**src/rtl/decoder_seq.sv**
```systemverilog
// decoder_seq
//   Queues 3-bit binary codes in a small FIFO and plays each one out as a
//   one-hot byte, held for HOLD_CYCLES cycles, followed by one inactive gap
//   cycle before the next word.
//
// Parameters
//   HOLD_CYCLES  cycles each one-hot word is driven (1..15)
//   DEPTH        code FIFO depth in entries (power of 2, 2..16)
//
// Ports
//   clk        single clock, all state changes on its rising edge
//   rst        synchronous active-high reset
//   en         block enable; when low, FSM, hold counter and FIFO freeze
//   in_valid   a code is offered on in_code
//   in_code    3-bit binary code to decode
//   in_ready   a code can be accepted this cycle
//   out        decoded one-hot word (inactive value when out_valid is low)
//   out_valid  out carries a decoded word
//   busy       FIFO non-empty or FSM not idle
//
// Configuration
//   DECODER_SEQ_ZOUT_EN  when defined, out floats (all z) whenever out_valid
//                        is low; otherwise out is driven to 8'h00.

module decoder_seq #(
  parameter int HOLD_CYCLES = 4,
  parameter int DEPTH       = 4
) (
  input  logic       clk,
  input  logic       rst,
  input  logic       en,
  input  logic       in_valid,
  input  logic [2:0] in_code,
  output logic       in_ready,
  output logic [7:0] out,
  output logic       out_valid,
  output logic       busy
);

  localparam int AW = (DEPTH > 1) ? $clog2(DEPTH) : 1;
  localparam int CW = $clog2(DEPTH + 1);

  typedef enum logic [1:0] {
    IDLE  = 2'd0,
    DRIVE = 2'd1,
    GAP   = 2'd2
  } state_t;

  state_t          state;
  state_t          state_nxt;
  logic [3:0]      hold_cnt;
  logic [3:0]      hold_nxt;

  logic [2:0]      mem [DEPTH];
  logic [AW-1:0]   wr_ptr;
  logic [AW-1:0]   rd_ptr;
  logic [CW-1:0]   count;
  logic [7:0]      word;

  logic            push;
  logic            pop;
  logic            fifo_empty;

  // Ready depends only on the registered count, so a pop in the same cycle
  // never makes room for a push (no bypass path).
  assign fifo_empty = (count == '0);
  assign in_ready   = en && (count < CW'(DEPTH));
  assign push       = in_valid && in_ready;

  // The head leaves the FIFO exactly when the FSM starts a new word, which
  // can only happen from IDLE or GAP.
  assign pop = en && !fifo_empty && ((state == IDLE) || (state == GAP));

  // State register and hold counter.
  always_ff @(posedge clk) begin
    if (rst) begin
      state    <= IDLE;
      hold_cnt <= 4'd0;
    end else begin
      state    <= state_nxt;
      hold_cnt <= hold_nxt;
    end
  end

  // Next-state logic. Nothing moves while en is low, so a stalled word
  // resumes with whatever hold count it had left.
  always_comb begin
    state_nxt = state;
    hold_nxt  = hold_cnt;
    if (en) begin
      unique case (state)
        IDLE: begin
          if (!fifo_empty) begin
            state_nxt = DRIVE;
            hold_nxt  = 4'(HOLD_CYCLES - 1);
          end
        end
        DRIVE: begin
          if (hold_cnt == 4'd0) begin
            state_nxt = GAP;
          end else begin
            hold_nxt = hold_cnt - 4'd1;
          end
        end
        GAP: begin
          if (!fifo_empty) begin
            state_nxt = DRIVE;
            hold_nxt  = 4'(HOLD_CYCLES - 1);
          end else begin
            state_nxt = IDLE;
          end
        end
        default: begin
          state_nxt = IDLE;
          hold_nxt  = 4'd0;
        end
      endcase
    end
  end

  // Output logic.
  always_comb begin
    out_valid = (state == DRIVE) && en;
    busy      = !fifo_empty || (state != IDLE);
  end

  // FIFO pointers and occupancy. Pointers are AW bits wide and DEPTH is a
  // power of two, so incrementing wraps modulo DEPTH on its own.
  always_ff @(posedge clk) begin
    if (rst) begin
      wr_ptr <= '0;
      rd_ptr <= '0;
      count  <= '0;
    end else begin
      if (push) begin
        wr_ptr <= wr_ptr + AW'(1);
      end
      if (pop) begin
        rd_ptr <= rd_ptr + AW'(1);
      end
      unique case ({push, pop})
        2'b10:   count <= count + CW'(1);
        2'b01:   count <= count - CW'(1);
        default: count <= count;
      endcase
    end
  end

  // FIFO storage; contents need no reset since count gates every read.
  always_ff @(posedge clk) begin
    if (push) begin
      mem[wr_ptr] <= in_code;
    end
  end

  // The decoded word is latched at the pop so the FIFO slot can be reused
  // while the word is still being held on the output.
  always_ff @(posedge clk) begin
    if (rst) begin
      word <= 8'h00;
    end else if (pop) begin
      word <= 8'h01 << mem[rd_ptr];
    end
  end

`ifdef DECODER_SEQ_ZOUT_EN
  assign out = out_valid ? word : 8'bzzzzzzzz;
`else
  assign out = out_valid ? word : 8'h00;
`endif

endmodule

```
**config.mk**
```make
export PLATFORM = sky130hd
export DESIGN_NAME = decoder_seq
export DESIGN_NICKNAME = d
export VERILOG_FILES = /design/src/rtl/decoder_seq.sv
export SDC_FILE = /design/constraint.sdc
export NUM_CORES = 1
export LEC_CHECK = 0
export ABC_AREA = 1
export BUFFER_PORTS_ARGS = -buffer_cell sky130_fd_sc_hd__buf_4
export CAP_MARGIN = 40
export CORE_MARGIN = 3
export CORE_UTILIZATION = 55
export CTS_CLUSTER_SIZE = 20
export DETAILED_ROUTE_END_ITERATION = 12
export PLACE_DENSITY_LB_ADDON = 0.08
export REMOVE_ABC_BUFFERS = 1
export SLEW_MARGIN = 20
export SYNTH_ARGS = -nofsm -noshare
export SYNTH_HDL_FRONTEND = slang
export SYNTH_SLANG_ARGS = --single-unit
```
**constraint.sdc**
```tcl
create_clock -name clk -period 2.5 [get_ports clk]
set_input_delay 0.25 -clock clk [delete_from_list [all_inputs] [get_ports clk]]
set_output_delay 0.25 -clock clk [all_outputs]
set_load 0.05 [all_outputs]
```
==> impl_metrics.yaml <==
outcome:
  status: "finished clean"
clock_network:
  cts_tree: "done"
  cts.sinks: 35
  cts_setup_buffers: 0
  cts_made_buffers: 5
  cts.repair.resized: 0
  root_buffer: "clkbuf_4"
  htreeDepth: 2
  clkTransAtPathRegs_ns: 0.09
  cts_hold_buf: 0
  clockBufferDepth: 2
  insertion_delay_ns: 0.34
pwr:
  p_leak_nw: 0.816
  powerDensity_nw_per_um2: 934
  max-vdd-ir-drop_v: 0.000846
critical_path:
  cpMostUsedCell: "inv_1"
  crit_fanout: 5
  path_delay_family: "compound AO/OA/AOI/OAI gates"
  worst_path_max_delay_cell: "fa_1"
  timing.critical_path.buf_inv: 3
  r2r_slack_ns: 0.46
  r2r_end: "count[2]"
  arrival_ns: 2.24
  slowest_delay_ns: 0.38
  cp-end-kind: "flop"
  rr_worst_depth: 11
  cp.required_ns: 2.70
  crit_chain: "inv_1 > nand3_2 > nand3_2 > inv_1 > ha_1 > inv_1 > fa_1 > a21oi_1 > o21ai_0 > o21ai_0 > a21oi_1"
  critPathKind: "reg2reg"
  start_kind: "flop"
  r2r-start: "count[1]"
routing:
  vias: 1401
  wl_per_cell_um: 10.7
  drt_wl_total_mm: 3.08
  antenna_left: 0
  route.detailed.drc: 0
  drt-pass1-iter-count: 4
  viasPerCell: 4.86
  drt_iter0_drc: 76
timing:
  finalSetupViolCount: 0
  fin_setup_tns_ns: 0
  rsz0062_at_grt: "no"
  slew_headroom_pct: 80.3
  max_freq_ghz: 0.491
  worst_pin_slew_ns: 0.295
  drv_slew: 0
  finalHoldViolations: 0
  clock_skew_ns: 0.0183
  min_period_ns: 2.04
  post-route-period-util_pct: 81.4
die:
  dieArea_um2: 3890
  rows: 19
  coreArea_um2: 2900
  fp.dieH_um: 62.4
  start_util_pct: 60.3
  num_io_pins: 18
  die_x_um: 62.4
global_routing:
  grt_use_total_pct: 17.3
  grt_pass1_wl_mm: 5.34
  antenna_found_initial: 0
  grt_pass1_vias: 1321
  grt-ovfl-total: 0
  grt_max_degree: 13
layout:
  nNetsFinal: 260
  diodes: 0
  layout-drive-gt1-share_pct: 17.9
  area_growth_syn_to_layout_pct: 12.5
  fin_area_um2: 1970
  fill_cells: 264
yosys:
  yosysWarningCount: 0
  synth.yosys.seq_area_share_pct: 47.0
  synth_area_per_cell_um2: 7.87
  syn_area_um2: 1750
  ys_ff_latch: 35
  syn_inst: 222
  synth_cell_types: 20
place:
  placed_area_um2: 1920
  dp_hpwl_mm: 2.33
  gp_congestion: 0.836
  portBuffers: 17
hold_path:
  holdPathEnd: "mem[1][1]"
  min_path_type: "in2reg"
  hold_path_startpoint: "in_code[1]"
  hold_depth: 1
run:
  max-cap-violations: 0
[cells in the mapped netlist]
| library cell | instances | area, um^2 |
|---|---|---|
| xnor2_1 | 1 | 8.76 |
| ha_1 | 7 | 87.6 |
| a21oi_1 | 16 | 80.1 |
| nand3_1 | 9 | 45.0 |
| nand2_2 | 5 | 31.3 |
| inv_1 | 31 | 116 |
| o21ai_0 | 13 | 65.1 |
| a21oi_2 | 5 | 43.8 |
| fa_1 | 1 | 20.0 |
| inv_2 | 4 | 15.0 |
| buf_6 | 1 | 11.3 |
| nor2_2 | 1 | 6.26 |
| edfxtp_1 | 12 | 360 |
| nand2_1 | 60 | 225 |
| dlygate4sd1_1 | 1 | 8.76 |
| dfxtp_1 | 23 | 460 |
| nor2_4 | 3 | 33.8 |
| nand3_2 | 2 | 20.0 |
| nor2_1 | 24 | 90.1 |
| nand4_1 | 3 | 18.8 |
[flip-flops by register name, indices dropped and copies added, names as in the netlist, named ones only]
signal,flops
hold_cnt,4
wr_ptr,2
mem,12
state,2
count,3
rd_ptr,2
word,8
[how the worst max path moves through the flow]
stage                        start       end  slack (ns)  cells after the start
final                     count[1]  count[2]        0.46                     11
after floorplan           state[0]    out[0]        0.06                      4
after CTS                 count[1]  count[2]        0.51                     11
after detailed placement  count[1]  count[2]        0.53                     11
after global routing      count[2]  count[2]        0.39                     11
after global placement    count[0]  count[2]        0.69                     11
[cells in the final DEF, fill, tap and decap left out]
cell / count
dfxtp_1: 23
nor2_4: 3
clkbuf_4: 5
buf_4: 18
edfxtp_1: 12
xnor2_1: 1
nor2_2: 1
ha_1: 7
clkinv_2: 1
o21ai_0: 13
inv_2: 4
nand2_1: 60
nand3_1: 9
clkbuf_1: 2
inv_1: 31
nand4_1: 3
a21oi_1: 16
a21oi_2: 5
nand2_2: 5
fa_1: 1
nand3_2: 2
nor2_1: 24
[worst reg2reg max path, delay by kind of cell, from the launching register on]
| kind | cells | cell delay [ns] |
|---|---|---|
| compound gates | 4 | 0.56 |
| fa+ha+maj | 2 | 0.54 |
| buf+inv | 3 | 0.28 |
| simple gates | 2 | 0.18 |
| flops | 1 | 0.35 |
[metal layers]
metal  track usage [%]  share of wire (%)
met5                 0                  0
met2              30.9                 49
met4              9.92                2.1
met1              18.8                 45
met3              3.78                3.3
[final cells by class]
type	instances	area (um^2)	area share (%)
Multi-Input combinational cell	150	776	39.5
Timing Repair Buffer	18	135	6.87
Inverter	35	131	6.68
Tap cell	42	52.6	2.67
Sequential cell	35	821	41.8
Clock buffer	7	45.0	2.29
Clock inverter	1	5.00	0.255
[through the flow]
stage          util [%]  power, mW  setup WS [ns]  instances  hold WS, ns
2_1_floorplan         -       1.37         0.0566        220        0.312
3_3_place_gp       66.0       1.52          0.689        280        0.450
3_5_place_dp       66.0       1.56          0.533        280        0.453
4_1_cts            67.8       1.85          0.507        288        0.107
5_1_grt            67.8       2.00          0.385        288        0.105
6_report           67.8       1.84          0.465        288        0.123
[cell families after synthesis]
logic type	after synthesis	share of synthesized area [%]
adders and majority gates	8	6.16
buffers and inverters	37	8.66
and+or+nand+nor	107	26.9
AOI/OAI and AO/OA	34	10.8
DFF	35	47.0
xor gates and xnor gates	1	0.501
[where the power goes]
part / internal [mW] / leakage [nW] / switching (mW)
clock: 0.110 / 0.0293 / 0.179
sequential: 0.678 / 0.296 / 0.0748
combinational: 0.264 / 0.491 / 0.530
Power figures use the tool's default switching activity.
